### src/rtl/add8_arb_pkg.sv
// Shared constants and round-robin helper for add8_share_arb.
// Picker supports up to 8 requesters.
package add8_arb_pkg;
   localparam int ADD_W    = 8;
   localparam int SUM_W    = 9;
   localparam int ERRCNT_W = 16;
   localparam int MAXREQ   = 8;

   typedef struct packed {
      logic       hit;
      logic [2:0] idx;
   } rr_t;

   // Lowest offset from ptr+1 wins, so scan offsets high to low.
   function automatic rr_t rr_next(
      input logic [2:0]        ptr,
      input logic [MAXREQ-1:0] valid,
      input int                n
   );
      rr_t r;
      int  j;
      r = '0;
      for (int k = MAXREQ; k >= 1; k--) begin
         if (k <= n) begin
            j = (int'(ptr) + k) % n;
            if (valid[j]) begin
               r.hit = 1'b1;
               r.idx = 3'(j);
            end
         end
      end
      return r;
   endfunction
endpackage

### src/rtl/add8_share_arb_if.sv
// Requester, adder and response signals of add8_share_arb.
// slave: the arbiter side; master: producers/adder/consumer side.
interface add8_share_arb_if
   import add8_arb_pkg::*;
#(
   parameter int NREQ  = 4,
   parameter int TAG_W = 4
);
   localparam int IDW = $clog2(NREQ);

   logic [NREQ-1:0]       req_valid;
   logic [NREQ-1:0]       req_ready;
   logic [NREQ*ADD_W-1:0] req_a;
   logic [NREQ*ADD_W-1:0] req_b;
   logic [NREQ*TAG_W-1:0] req_tag;
   logic [ADD_W-1:0]      add_a;
   logic [ADD_W-1:0]      add_b;
   logic [SUM_W-1:0]      add_o;
   logic                  rsp_valid;
   logic                  rsp_ready;
   logic [SUM_W-1:0]      rsp_sum;
   logic [IDW-1:0]        rsp_id;
   logic [TAG_W-1:0]      rsp_tag;
   logic [SUM_W-1:0]      rsp_err;
   logic [ERRCNT_W-1:0]   err_cnt;

   modport slave (
      input  req_valid, req_a, req_b, req_tag,
      input  add_o, rsp_ready,
      output req_ready, add_a, add_b,
      output rsp_valid, rsp_sum, rsp_id,
      output rsp_tag, rsp_err, err_cnt
   );

   modport master (
      output req_valid, req_a, req_b, req_tag,
      output add_o, rsp_ready,
      input  req_ready, add_a, add_b,
      input  rsp_valid, rsp_sum, rsp_id,
      input  rsp_tag, rsp_err, err_cnt
   );
endinterface

### src/rtl/add8_rr_pick.sv
// Combinational round-robin picker: first valid above ptr,
// wrapping modulo NREQ.
module add8_rr_pick
   import add8_arb_pkg::*;
#(
   parameter int NREQ = 4,
   localparam int IDW = $clog2(NREQ)
) (
   input  logic [NREQ-1:0] valid,
   input  logic [IDW-1:0]  ptr,
   output logic [IDW-1:0]  gnt_idx,
   output logic            gnt_any
);
   logic [MAXREQ-1:0] v8;
   rr_t               r;

   always_comb begin
      v8            = '0;
      v8[NREQ-1:0]  = valid;
      r             = rr_next(3'(ptr), v8, NREQ);
      gnt_any       = r.hit;
      gnt_idx       = IDW'(r.idx);
   end
endmodule

### src/rtl/add8_share_arb.sv
// Shares one external 8-bit adder among NREQ requesters, 2-stage.
// Define ADD8_ERR_MON_EN to add the exact-sum error monitor.
module add8_share_arb
   import add8_arb_pkg::*;
#(
   parameter int NREQ  = 4,
   parameter int TAG_W = 4
) (
   input logic             clk,
   input logic             rst_n,
   add8_share_arb_if.slave bus
);
   localparam int IDW = $clog2(NREQ);

   logic [IDW-1:0]   ptr_q;
   logic [IDW-1:0]   gnt_idx;
   logic             gnt_any;
   logic             s1_valid_q;
   logic [ADD_W-1:0] s1_a_q, s1_b_q;
   logic [TAG_W-1:0] s1_tag_q;
   logic [IDW-1:0]   s1_id_q;
   logic             rsp_valid_q;
   logic [SUM_W-1:0] rsp_sum_q;
   logic [IDW-1:0]   rsp_id_q;
   logic [TAG_W-1:0] rsp_tag_q;
   logic             s2_adv, s1_adv, acc, cap;
   logic [ADD_W-1:0] gnt_a, gnt_b;
   logic [TAG_W-1:0] gnt_tag;
   logic [NREQ-1:0]  rdy;

   add8_rr_pick #(.NREQ(NREQ)) u_pick (
      .valid   (bus.req_valid),
      .ptr     (ptr_q),
      .gnt_idx (gnt_idx),
      .gnt_any (gnt_any)
   );

   // rst_n gate keeps req_ready low while reset is held.
   always_comb begin
      s2_adv  = !rsp_valid_q | bus.rsp_ready;
      s1_adv  = !s1_valid_q | s2_adv;
      acc     = s1_adv & gnt_any & rst_n;
      cap     = s1_valid_q & s2_adv;
      gnt_a   = bus.req_a[int'(gnt_idx)*ADD_W +: ADD_W];
      gnt_b   = bus.req_b[int'(gnt_idx)*ADD_W +: ADD_W];
      gnt_tag = bus.req_tag[int'(gnt_idx)*TAG_W +: TAG_W];
      rdy     = '0;
      if (acc) rdy[gnt_idx] = 1'b1;
   end

   always_ff @(posedge clk or negedge rst_n) begin
      if (!rst_n) begin
         ptr_q       <= IDW'(NREQ - 1);
         s1_valid_q  <= 1'b0;
         s1_a_q      <= '0;
         s1_b_q      <= '0;
         s1_tag_q    <= '0;
         s1_id_q     <= '0;
         rsp_valid_q <= 1'b0;
         rsp_sum_q   <= '0;
         rsp_id_q    <= '0;
         rsp_tag_q   <= '0;
      end else begin
         if (acc) begin
            ptr_q    <= gnt_idx;
            s1_a_q   <= gnt_a;
            s1_b_q   <= gnt_b;
            s1_tag_q <= gnt_tag;
            s1_id_q  <= gnt_idx;
         end
         if (s1_adv) s1_valid_q <= acc;
         if (s2_adv) rsp_valid_q <= s1_valid_q;
         if (cap) begin
            rsp_sum_q <= bus.add_o;
            rsp_id_q  <= s1_id_q;
            rsp_tag_q <= s1_tag_q;
         end
      end
   end

   assign bus.req_ready = rdy;
   assign bus.add_a     = s1_a_q;
   assign bus.add_b     = s1_b_q;
   assign bus.rsp_valid = rsp_valid_q;
   assign bus.rsp_sum   = rsp_sum_q;
   assign bus.rsp_id    = rsp_id_q;
   assign bus.rsp_tag   = rsp_tag_q;

`ifdef ADD8_ERR_MON_EN
   logic [SUM_W-1:0]    exact_q, err_d, err_q;
   logic [ERRCNT_W-1:0] cnt_q, cnt_d;

   always_comb begin
      if (exact_q >= bus.add_o) err_d = exact_q - bus.add_o;
      else                      err_d = bus.add_o - exact_q;
      cnt_d = cnt_q;
      if (err_d != '0 && cnt_q != '1) cnt_d = cnt_q + 1'b1;
   end

   always_ff @(posedge clk or negedge rst_n) begin
      if (!rst_n) begin
         exact_q <= '0;
         err_q   <= '0;
         cnt_q   <= '0;
      end else begin
         if (acc) exact_q <= {1'b0, gnt_a} + {1'b0, gnt_b};
         if (cap) begin
            err_q <= err_d;
            cnt_q <= cnt_d;
         end
      end
   end

   assign bus.rsp_err = err_q;
   assign bus.err_cnt = cnt_q;
`else
   assign bus.rsp_err = '0;
   assign bus.err_cnt = '0;
`endif
endmodule

### src/flat_wrapper.sv
// flat-port wrapper written by rule: the top's interface ports become plain ports
module add8_share_arb_flat import add8_arb_pkg::*;
#(
   parameter int NREQ  = 4,
   parameter int TAG_W = 4
)
  (clk, rst_n, bus_req_valid, bus_req_a, bus_req_b, bus_req_tag, bus_add_o, bus_rsp_ready, bus_req_ready, bus_add_a, bus_add_b, bus_rsp_valid, bus_rsp_sum, bus_rsp_id, bus_rsp_tag, bus_rsp_err, bus_err_cnt);
  add8_share_arb_if #(.NREQ(NREQ), .TAG_W(TAG_W)) bus_i ();
  input logic clk;
  input logic rst_n;
  input wire logic [$bits(bus_i.req_valid)-1:0] bus_req_valid;
  input wire logic [$bits(bus_i.req_a)-1:0] bus_req_a;
  input wire logic [$bits(bus_i.req_b)-1:0] bus_req_b;
  input wire logic [$bits(bus_i.req_tag)-1:0] bus_req_tag;
  input wire logic [$bits(bus_i.add_o)-1:0] bus_add_o;
  input wire logic [$bits(bus_i.rsp_ready)-1:0] bus_rsp_ready;
  output wire logic [$bits(bus_i.req_ready)-1:0] bus_req_ready;
  output wire logic [$bits(bus_i.add_a)-1:0] bus_add_a;
  output wire logic [$bits(bus_i.add_b)-1:0] bus_add_b;
  output wire logic [$bits(bus_i.rsp_valid)-1:0] bus_rsp_valid;
  output wire logic [$bits(bus_i.rsp_sum)-1:0] bus_rsp_sum;
  output wire logic [$bits(bus_i.rsp_id)-1:0] bus_rsp_id;
  output wire logic [$bits(bus_i.rsp_tag)-1:0] bus_rsp_tag;
  output wire logic [$bits(bus_i.rsp_err)-1:0] bus_rsp_err;
  output wire logic [$bits(bus_i.err_cnt)-1:0] bus_err_cnt;
  assign bus_i.req_valid = bus_req_valid;
  assign bus_i.req_a = bus_req_a;
  assign bus_i.req_b = bus_req_b;
  assign bus_i.req_tag = bus_req_tag;
  assign bus_i.add_o = bus_add_o;
  assign bus_i.rsp_ready = bus_rsp_ready;
  assign bus_req_ready = bus_i.req_ready;
  assign bus_add_a = bus_i.add_a;
  assign bus_add_b = bus_i.add_b;
  assign bus_rsp_valid = bus_i.rsp_valid;
  assign bus_rsp_sum = bus_i.rsp_sum;
  assign bus_rsp_id = bus_i.rsp_id;
  assign bus_rsp_tag = bus_i.rsp_tag;
  assign bus_rsp_err = bus_i.rsp_err;
  assign bus_err_cnt = bus_i.err_cnt;
  add8_share_arb #(.NREQ(NREQ), .TAG_W(TAG_W)) u_core (.clk(clk), .rst_n(rst_n), .bus(bus_i));
endmodule
### config.mk
export PLATFORM = sky130hd
export DESIGN_NAME = add8_share_arb_flat
export DESIGN_NICKNAME = d
export VERILOG_FILES = /design/src/rtl/add8_arb_pkg.sv /design/src/rtl/add8_share_arb_if.sv /design/src/rtl/add8_rr_pick.sv /design/src/rtl/add8_share_arb.sv /design/src/flat_wrapper.sv
export SDC_FILE = /design/constraint.sdc
export NUM_CORES = 1
export LEC_CHECK = 0
export CORE_MARGIN = 5
export CORE_UTILIZATION = 39
export CTS_BUF_LIST = sky130_fd_sc_hd__clkbuf_8
export DETAILED_ROUTE_END_ITERATION = 16
export HOLD_SLACK_MARGIN = 0.12
export PLACE_DENSITY = 0.93
export SLEW_MARGIN = 10
export SYNTH_ARGS = -nofsm -noshare
export SYNTH_HDL_FRONTEND = slang
export SYNTH_SLANG_ARGS = --single-unit
### constraint.sdc
create_clock -name clk -period 2.2 [get_ports clk]
set_clock_uncertainty 0.05 [all_clocks]
set_input_delay 0.44 -clock clk [delete_from_list [all_inputs] [get_ports clk]]
set_output_delay 0.44 -clock clk [all_outputs]
set_load 0.005 [all_outputs]
# ---- After elaboration in Yosys (flattened, before gate mapping)
# Index checks and enable logic that the tools add are counted.
dict set report word_totals {
  regBits 41
  in_bits 96
  out_inout_bits 61
  word_cells 58
}
dict set report op_classes {
  add_sub_neg 4
  magnitude_cmp 6
  shift 3
  muxes 19
  bitwise_logic 9
  reduce_logical 7
}
# operator n
set op_table {}
lappend op_table {{32-bit by 6-bit variable part select with 8-bit output} 2}
lappend op_table {{3-bit by 5-bit less-than comparator with 1-bit output, second input constant} 4}
lappend op_table {{4-bit 2-to-1 mux} 5}
lappend op_table {{16-bit by 5-bit variable part select with 4-bit output} 1}
lappend op_table {{1-bit binary-select mux with 3-bit select} 4}
lappend op_table {{1-bit 2-to-1 mux} 9}
lappend op_table {{2-bit OR reduction} 4}
lappend op_table {{2-bit by 1-bit adder with 2-bit output, second input constant} 2}
lappend op_table {{2-bit adder, second input constant} 2}
lappend op_table {{1-bit AND, first input constant} 4}
lappend op_table {{1-bit AND} 3}
lappend op_table {{2-bit by 3-bit less-than comparator with 1-bit output, second input constant} 1}
lappend op_table {{1-bit demux with 2-bit select} 1}
lappend op_table {{2-bit by 1-bit greater-or-equal comparator with 1-bit output, second input constant} 1}
lappend op_table {{1-bit zero test} 2}
lappend op_table {{1-bit OR} 2}
lappend op_table {{1-bit logical AND} 1}

# ---- Logic depth before layout (Yosys ltp)
# Gate-level depths: netlist of the first run.
dict set report logic_depth {
  ltp_word 15
  depth_mapped 7
  depth_no_buf 5
}

# ---- Modules after synthesis
# A second synthesis of the first run with hierarchy kept.
dict set report unflattened {
  cells_unflattened 161
  area_unflattened_um2 2399.8
}
# mod instances cells_each area_per_inst_um2 seq_area_each_um2
set modules_own_cells {}
lappend modules_own_cells {add8_share_arb 1 147 2321.0 1028.5}
lappend modules_own_cells {add8_rr_pick 1 14 78.8 0.0}

# ---- Worst setup path after synthesis of the first run
# OpenSTA, ideal clock, no wires.
dict set report synth_timing {
  path_type {reg-to-output}
  from {reg u_core.ptr_q[1]}
  to {out bus_req_ready[2]}
  arrival_time_ns 1.387
  required_time_ns 1.710
  slack_ns 0.323
  stages_incl_launch_ff 7
  n_path_buf 2
  cell_sequence {dfstp_2 -> nand3b_1 -> a31oi_1 -> buf_2 -> nand2_1 -> buf_2 -> nor2_1}
}
dict set report synth_between {
  elab_chain_len 15
  elab_cells_between_ends 36
  cone_classes {add/sub: 4; order compare: 2; mux: 19; bitwise: 6; reduce/logical: 5}
}
# element line_no
set synth_lines {}
lappend synth_lines {{start, declared} add8_share_arb.sv:15} ;# logic [IDW-1:0] ptr_q;
lappend synth_lines {{start signal, assigned} add8_share_arb.sv:53} ;# ptr_q <= IDW'(NREQ - 1);
lappend synth_lines {{start signal, assigned} add8_share_arb.sv:65} ;# ptr_q <= gnt_idx;
lappend synth_lines {{2-bit by 1-bit adder with 2-bit output} add8_arb_pkg.sv:25} ;# j = (int'(ptr) + k) % n;
lappend synth_lines {{2-bit OR reduction (no source line)} --}
lappend synth_lines {{1-bit AND (no source line)} --}
lappend synth_lines {{1-bit binary-select mux with 3-bit select} add8_arb_pkg.sv:26} ;# if (valid[j]) begin
lappend synth_lines {{1-bit 2-to-1 mux (not written as such) (2 in a row)} add8_arb_pkg.sv:26}
lappend synth_lines {{4-bit 2-to-1 mux (3 in a row)} add8_arb_pkg.sv:26}
lappend synth_lines {{4-bit 2-to-1 mux (*)} add8_arb_pkg.sv:26}
lappend synth_lines {{2-bit by 3-bit less-than comparator with 1-bit output (not written as such) / 2-bit by 1-bit greater-or-equal comparator with 1-bit output (equally long branches)} add8_share_arb.sv:48} ;# if (acc) rdy[gnt_idx] = 1'b1;
lappend synth_lines {{1-bit logical AND (not written as such)} add8_share_arb.sv:48}
lappend synth_lines {{1-bit 2-to-1 mux (not written as such)} add8_share_arb.sv:48}
lappend synth_lines {{1-bit demux with 2-bit select} --}
lappend synth_lines {{4-bit 2-to-1 mux (*)} add8_share_arb.sv:48}
lappend synth_lines {{end, declared} flat_wrapper.sv:17} ;# output wire logic [$bits(bus_i.req_ready)-1:0] bus_req_ready;
# Mark *: on every way between the ends. The rest lies on a longest branch, timed or not. The select of a mux whose other input is x is not followed.

# ---- Worst setup path after layout of the first run
dict set report layout_timing {
  from {reg u_core.ptr_q[1]}
  to {out bus_req_ready[0]}
}
# The elaborated chain is that of the path after synthesis.

==> results.md, run 1 <==
* DP Wirelength at 6410 um
* Startpoint Class: register
* CP Cell Sequence: mux2i_1, or2_4, o211ai_1, nor2_1, buf_2
* DR vias at about 2.4k
* # clock sinks at 41
* Pin slew with the least headroom to its limit at 0.542 ns
* Max Cap Violations at 0
* Critical Path AT at 1.66 ns
* GRT met1 Usage at 22.3%
* Routed Antenna Nets at 0
* Final count of pins violating max slew at 0
* WS Path Type: reg -> out
* Synthesis warning total at 0
* Die H at 91.7 um
* Largest delay share family, worst path: flip-flops
* Fmax at 465 MHz
* Share of the yosys chip area belonging to registers at 39.5%
* Global routing usage on met3 at 2.62%
* Number of remaining DRC errors at 0
* Relative slew slack at 63.9%
* Pwr dens at between 700 and 800 nW/um^2
* Core area at 6420 um^2
* Full die area at 8410 um^2
* CTS tree: yes
* Syn Inst Count at 265
* Final setup fails at 0
* Initial antenna violation count at 0
* Clk buf depth at 2
* Synth area leaders: dfrtp_1, mux2i_1, buf_4, mux2_2, nand2_1
* Mapped cell area at 2600 um^2
* Worst-case reg-to-reg path depth at 8
* DP Cell Count at 469
* Min cycle time layout at around 2.2 ns
* Gpl congestion at 0.857
* Sw Share at 30.7%
* Endpoint class of the critical path: output pin
* Reg2Reg Setup Slack at 0.05 ns
* Vias in the first global route at between 2k and 2.5k
* Worst-path maximum fanout at 6
* Final Hold Fails at 0
* Clk root buf: clkbuf_8
* Row cnt at 29
* Worst-path clk slew at ~0.08 ns
* Crit path launch: u_core.ptr_q[1]$_DFFE_PN1P_
* Final worst-path cycle share at a little over nine tenths
* Largest stage delay on the critical path at 0.59 ns
* Iter 0 DRT Violations at 173
* Worst r2r src: u_core.ptr_q[1]$_DFFE_PN1P_
* FF+latch count, synth at ~40
* Most used routing layer: met2
* Hold Path Class: in -> async
* Share of layout cells above drive strength 1 at 17.2%
* Top-area cell type share of the netlist area at 37.5%
* WP data required at 1.71 ns
* Initial Util at 40.5%
* Syn avg cell area at 9.82 um^2
* Sw Pwr at about 960 uW
* Fillers at 516
* First drt pass iteration count at 4
* DRT Wirelength at 8230 um
* CTS Buf Count at 5
* M2 GR Usage at between 30% and 40%
* Status: completed
* First-pass GRT wire length at 12700 um
* Drt via density at a little over 5
* Top cell type by total area after synthesis: dfrtp_1
* Power share of the clock group at 18.4%
* Final #Nets at 498
* Maximum vdd ir drop at 0.000382 V
* Clock Latency Late Sink at approximately 0.28 ns
* Worst R2R End: u_core.bus.add_b[6]$_DFFE_PN0P_
* Synth cell types at 32
* Area grow syn2layout at 57.2%
* Combinational power share at between 40% and 50%
* Static leakage at 1.80 nW
* Pint at ~2.2 mW
* Die width at around 90 um
* Worst Path Buf+Inv at 1
* Inserted Diodes at 0
* Grt ovf at 0
* PortBufs at roughly 130
* CP max stage cell: dfstp_2
* Power Total at 3.13 mW
* Largest net degree at the start of global routing at 42
* Wire per inst at 17.2 um
* GRT Total Usage at roughly a fifth
* Top Ports at 157
* Final std cells w/o fill at 479
* Htree depth at 2
* RSZ-0062 raised after global routing: yes
* Sequential Power Share at a little over a third
## power by group through the flow
stage | logic, mW | registers, mW | clock network, mW
6_report | 1.42 | 1.13 | 0.577
5_1_grt | 1.53 | 1.16 | 0.627
3_5_place_dp | 1.39 | 1.14 | 0
2_1_floorplan | 0.677 | 1.14 | 0
3_3_place_gp | 1.35 | 1.12 | 0
4_1_cts | 1.41 | 1.13 | 0.592
## cell usage after synthesis
master / count
a211oi_1: 8
a211oi_2: 3
a21o_1: 1
a21oi_1: 2
a21oi_2: 1
a221oi_1: 11
a31oi_1: 1
and2_4: 1
and3_1: 11
buf_1: 1
buf_2: 7
buf_4: 27
buf_6: 4
buf_8: 1
clkbuf_1: 6
conb_1: 1
dfrtp_1: 39
dfstp_2: 2
mux2_2: 15
mux2i_1: 30
nand2_1: 30
nand2b_1: 7
nand3b_1: 2
nor2_1: 18
nor2b_1: 2
nor3_1: 18
o211a_1: 1
o211ai_1: 10
o21a_1: 2
o41ai_2: 1
or2_2: 1
or2_4: 1
## cell usage in the layout, fill, tap and decap left out
master,n
clkbuf_8,5
clkinv_2,1
a211oi_1,8
o211a_4,1
dfrtp_1,39
conb_1,25
a21oi_1,2
nor2_1,18
a221oi_1,4
nor2b_4,2
mux2_2,15
nand2_1,30
a31oi_2,1
mux2i_1,30
buf_4,21
bufinv_16,1
buf_2,4
dfstp_2,2
o41ai_4,1
and3_1,11
a221oi_2,7
clkdlybuf4s50_1,122
nand2b_1,7
or2_2,1
dlygate4sd2_1,4
o21a_1,2
nand3b_1,2
o211ai_1,10
and2_4,1
clkbuf_2,1
or2_4,1
nor3_1,18
a21oi_2,1
a211oi_2,3
a21o_1,1
## state kept, by name, indices dropped and copies added (netlist names)
register / cells
u_core.bus.rsp_valid: 1
u_core.s1_id_q: 2
u_core.bus.rsp_id: 2
u_core.s1_tag_q: 4
u_core.ptr_q: 2
u_core.bus.rsp_sum: 9
u_core.bus.add_a: 8
u_core.s1_valid_q: 1
u_core.bus.rsp_tag: 4
u_core.bus.add_b: 8
## worst register-to-register path: stages (launching register included)
cell	delay (ns)
dfstp_2	0.59
mux2i_1	0.21
or2_4	0.16
o211ai_1	0.14
buf_4	0.17
buf_4	0.12
buf_4	0.18
a221oi_1	0.36
a211oi_2	0.06
## what timing repair did
action / 4_1_cts / 5_1_grt
hold buffers: 0 / 0
gates resized for setup: 23 / 8
pin swaps: 3 / 1
endpoints found under the hold margin: 0 / 0
setup endpoints to repair: 4 / 4
setup buffers: 2 / 1
## cell type report
class	count	area (um^2)	area share [%]
Clock inverter	2	35.0	0.856
Tap cell	77	96.3	2.35
Sequential cell	41	1030	25.1
Multi-Input combinational cell	202	1420	34.8
Timing Repair Buffer	152	1440	35.2
Clock buffer	5	68.8	1.68
## per-layer routing
metal | up-vias | wire (um)
met5 | - | 0
met4 | 0 | 195
met3 | 15 | 384
met2 | 90 | 4370
met1 | 1164 | 3280
li1 | 1170 | -
## logic make-up (layout without fill, tap and decap cells)
| family | Yosys count | after routing | share of synthesized area (%) |
|---|---|---|---|
| DFF | 41 | 41 | 39.5 |
| AOI/OAI and AO/OA | 41 | 41 | 13.2 |
| and+or+nand+nor | 91 | 91 | 16.7 |
| buffers and inverters | 46 | 159 | 12.5 |
| muxes | 45 | 45 | 18.0 |
| other | 1 | 25 | 0.144 |
## per-stage QoR
stage          area (um^2)  setup WS, ns  util (%)  TNS, ns  hold WS [ns]
6_report              4090        0.0490      63.7        0         0.254
5_1_grt               4090       -0.0899      63.7   -0.264         0.294
4_1_cts               4050       0.00511      63.0        0         0.259
3_5_place_dp          3920        -0.562      61.1    -5.81         0.437
3_3_place_gp          3920        -0.470      61.1    -3.87         0.416
2_1_floorplan         2690         0.323         -        0        0.0944
## worst max-delay path by stage
stage                       end  slack, ns  cells after the start
2_1_floorplan  bus_req_ready[2]       0.32                      6
3_3_place_gp   bus_req_ready[0]      -0.47                      7
3_5_place_dp   bus_req_ready[1]      -0.56                      6
4_1_cts        bus_req_ready[3]      0.005                      5
5_1_grt        bus_req_ready[0]      -0.09                      5
6_report       bus_req_ready[0]       0.05                      5
Note: power is estimated with default switching activity, not from simulation.
==> run 2, diff against run 1 <==
- CORE_UTILIZATION: 39 -> 37
- PLACE_DENSITY: 0.93 -> 0.92
- SYNTH_HIERARCHICAL: default -> 1
==> results.md, run 2 <==
* Status: finished, violations left
* Failing checks: setup timing
* Hold Path Class: in -> async
* Endpoint class of the critical path: register
* Final setup fails at 23 (+23)
* Synth Area in Adders at 0% (unchanged)
* Grt ovf at 0 (unchanged)
* Dominant synthesized flop cell: dfrtp_1
* CTS Buf Count at 5 (unchanged)
* Min cycle time layout at 2.37 ns (+0.222 ns)
* CTS tree: yes
* Area fraction in compound gates after synthesis at 1.36% (-12 points)
* Max reg flops at 9 (unchanged)
* Pwr dens at 1010 nW/um^2 (+32%)
* Startpoint Class: register
* Synth async-reset ratio at 100% (unchanged)
* Drt via density at 4.81 (-5.5%)
* Fmax at 421 MHz (-9.4%)
* Most numerous cell in the Yosys netlist: dfrtp_1
* Gpl congestion at 0.748 (-13%)
* RSZ-0062 raised after global routing: yes
* Core area at 6310 um^2 (-1.7%)
* Placed Area at 3770 um^2 (-3.9%)
* Row cnt at 29 (unchanged)
* Synth area leaders: dfrtp_1, mux4_2, mux2_2, mux2_4, buf_4
* Final Hold Fails at 0 (unchanged)
* Worst setup margin at -0.173 ns (-0.222 ns)
* WS Path Type: reg -> reg
* Iter 0 DRT Violations at 35 (-80%)
* Die width at 90.5 um (-1.3%)
* First drt pass iteration count at 4 (unchanged)
* Top cell type by total area after synthesis: dfrtp_1
* Final #Nets at 408 (-18%)
* Number of remaining DRC errors at 0 (unchanged)
* Vias in the first global route at 2172 (-12%)
* Full die area at 8200 um^2 (-2.5%)
* Final count of pins violating max slew at 0 (unchanged)
* Routed Antenna Nets at 0 (unchanged)
* Mux contribution to synthesized area at 40.0% (+22 points)
* WP data required at 2.33 ns (+0.62 ns)
* Final instance area at 4010 um^2 (-2.1%)
* TNS Setup at -3.51 ns (-3.51 ns)
* Clk buf depth at 2 (unchanged)
* Inserted Diodes at 0 (unchanged)
* Htree depth at 2 (unchanged)
* Top Ports at 157 (unchanged)
* Worst-path clk slew at 0.09 ns (about the same)
* Syn Inst Count at 161 (-39%)
* Mapped cell area at 2400 um^2 (-7.8%)
* Post-Synth XOR/XNOR Area at 0% (unchanged)
* Worst-case reg-to-reg path depth at 8 (unchanged)
* Share of the yosys chip area belonging to registers at 42.9% (+3.3 points)
* Largest family of logic cells by synthesized area: multiplexers
* Final worst-path cycle share at 108% (+10 points)
* PortBufs at 131 (unchanged)
* Top-area cell type share of the netlist area at 40.7% (+3.2 points)
* FF+latch count, synth at 41 (unchanged)
* Worst-path maximum fanout at 5 (-1)
* Most frequent cells in the layout: clkdlybuf4s50_1, dfrtp_1, conb_1
* First-pass GRT wire length at 11300 um (-11%)
* Clock Latency Late Sink at 0.29 ns (about the same)
* GRT Total Usage at 17.3% (-1.3 points)
* DP Wirelength at 5590 um (-13%)
* Clk root buf: clkbuf_8
* Post-synth EDFFs at 0 (unchanged)
* Maximum vdd ir drop at 0.000539 V (+41%)
* Area grow syn2layout at 66.9%
* Share of layout cells above drive strength 1 at 33.2% (+16 points)
* Syn avg cell area at 14.9 um^2 (+52%)
* DP Cell Count at 374 (-20%)
* Largest net degree at the start of global routing at 34 (-19%)
* Initial Util at 38.0% (-2.5 points)
* Synthesis warning total at 6 (+6)
* # clock sinks at 41 (unchanged)
* Critical Path AT at 2.50 ns (+0.84 ns)
* Reg2Reg Setup Slack at -0.17 ns (-0.22 ns)
* Initial antenna violation count at 0 (unchanged)
* Hold_ws at 0.185 ns (-0.0687 ns)
* Synth cell types at 27 (-16%)
* DR vias at 1876 (-23%)
* Wire per inst at 18.0 um (+4.6%)
* Static leakage at 1.69 nW (-6.0%)
* Synth top cells by count: dfrtp_1, buf_4, mux2_2, mux4_2, mux2_4
* Max Cap Violations at 0 (unchanged)
* Simple-gate share of the synthesized area at 4.80% (-12 points)
* DRT Wirelength at 7010 um (-15%)
* Die H at 90.5 um (-1.3%)
* Most common cell after layout, fill and taps aside: clkdlybuf4s50_1
* Final std cells w/o fill at 390 (-19%)
## run 2: repair_timing
action | 4_1_cts | 5_1_grt
hold buffers | 1 | 0
pin swaps | 4 | 2
endpoints found under the hold margin | 6 | 0
setup endpoints to repair | 24 | 24
cloned | 1 | 0
buffers inserted | 7 | 0
gates resized for setup | 36 | 14
## run 2: report_power, final
part / switching [mW] / total [mW] / internal (mW) / leakage (nW)
Sequential: 0.188 / 1.27 / 1.09 / 0.475
Combinational: 0.699 / 2.26 / 1.56 / 1.17
Clock: 0.280 / 0.511 / 0.231 / 0.0452
Total: 1.17 / 4.05 / 2.88 / 1.69
## run 2: stage by stage
| stage | utilization (%) | setup slack, ns | total power, mW |
|---|---|---|---|
| 4_1_cts | 62.9 | -0.165 | 4.01 |
| 3_5_place_dp | 59.7 | -0.733 | 3.27 |
| 5_1_grt | 63.4 | -0.231 | 4.29 |
| 6_report | 63.4 | -0.173 | 4.05 |
| 2_1_floorplan | - | 0.150 | 2.34 |
| 3_3_place_gp | 59.7 | -0.627 | 3.19 |
## run 2: per-layer routing
layer | track usage, % | wire, um | part of all wire, % | up-vias
li1 | - | - | - | 849
met1 | 19.0 | 2550 | 36 | 916
met2 | 31.8 | 3690 | 53 | 101
met3 | 4.67 | 616 | 8.8 | 10
met4 | 5.71 | 150 | 2.1 | 0
met5 | 0 | 0 | 0 | -
## run 2: cell families after synthesis
| family | after synthesis |
|---|---|
| mux | 59 |
| compound gates | 5 |
| flops | 41 |
| buf+inv | 34 |
| other cells | 1 |
| simple gates | 21 |
## run 2: path summary, 6_finish.rpt
check / startpoint / end
min: rst_n / u_core/bus.rsp_sum[7]$_DFFE_PN0P_
min reg2reg: u_core/s1_valid_q$_DFFE_PN0P_ / u_core/bus.rsp_valid$_DFFE_PN0P_
max reg2reg: u_core/ptr_q[0]$_DFFE_PN1P_ / u_core/bus.add_b[0]$_DFFE_PN0P_
max: u_core/ptr_q[0]$_DFFE_PN1P_ / u_core/bus.add_b[0]$_DFFE_PN0P_
max in group asynchronous: rst_n / u_core/ptr_q[1]$_DFFE_PN1P_
min in group clk: u_core/s1_valid_q$_DFFE_PN0P_ / u_core/bus.rsp_valid$_DFFE_PN0P_
## run 2: critical path: stages, from the launching register on
cell and delay [ns]:
dfstp_2 0.54, and2b_1 0.20, o21ai_2 0.20, o311ai_4 0.15
buf_6 0.15, buf_8 0.13, buf_12 0.13, mux4_2 0.43
mux2_4 0.27
## run 2: layout make-up
class	instances	area, um^2
timing repair buffer	154	1530
multi-input combinational	110	1250
clock buffer	5	68.8
tap	77	96.3
sequential	41	1030
fill	492	2310
clock inverter	3	25.0
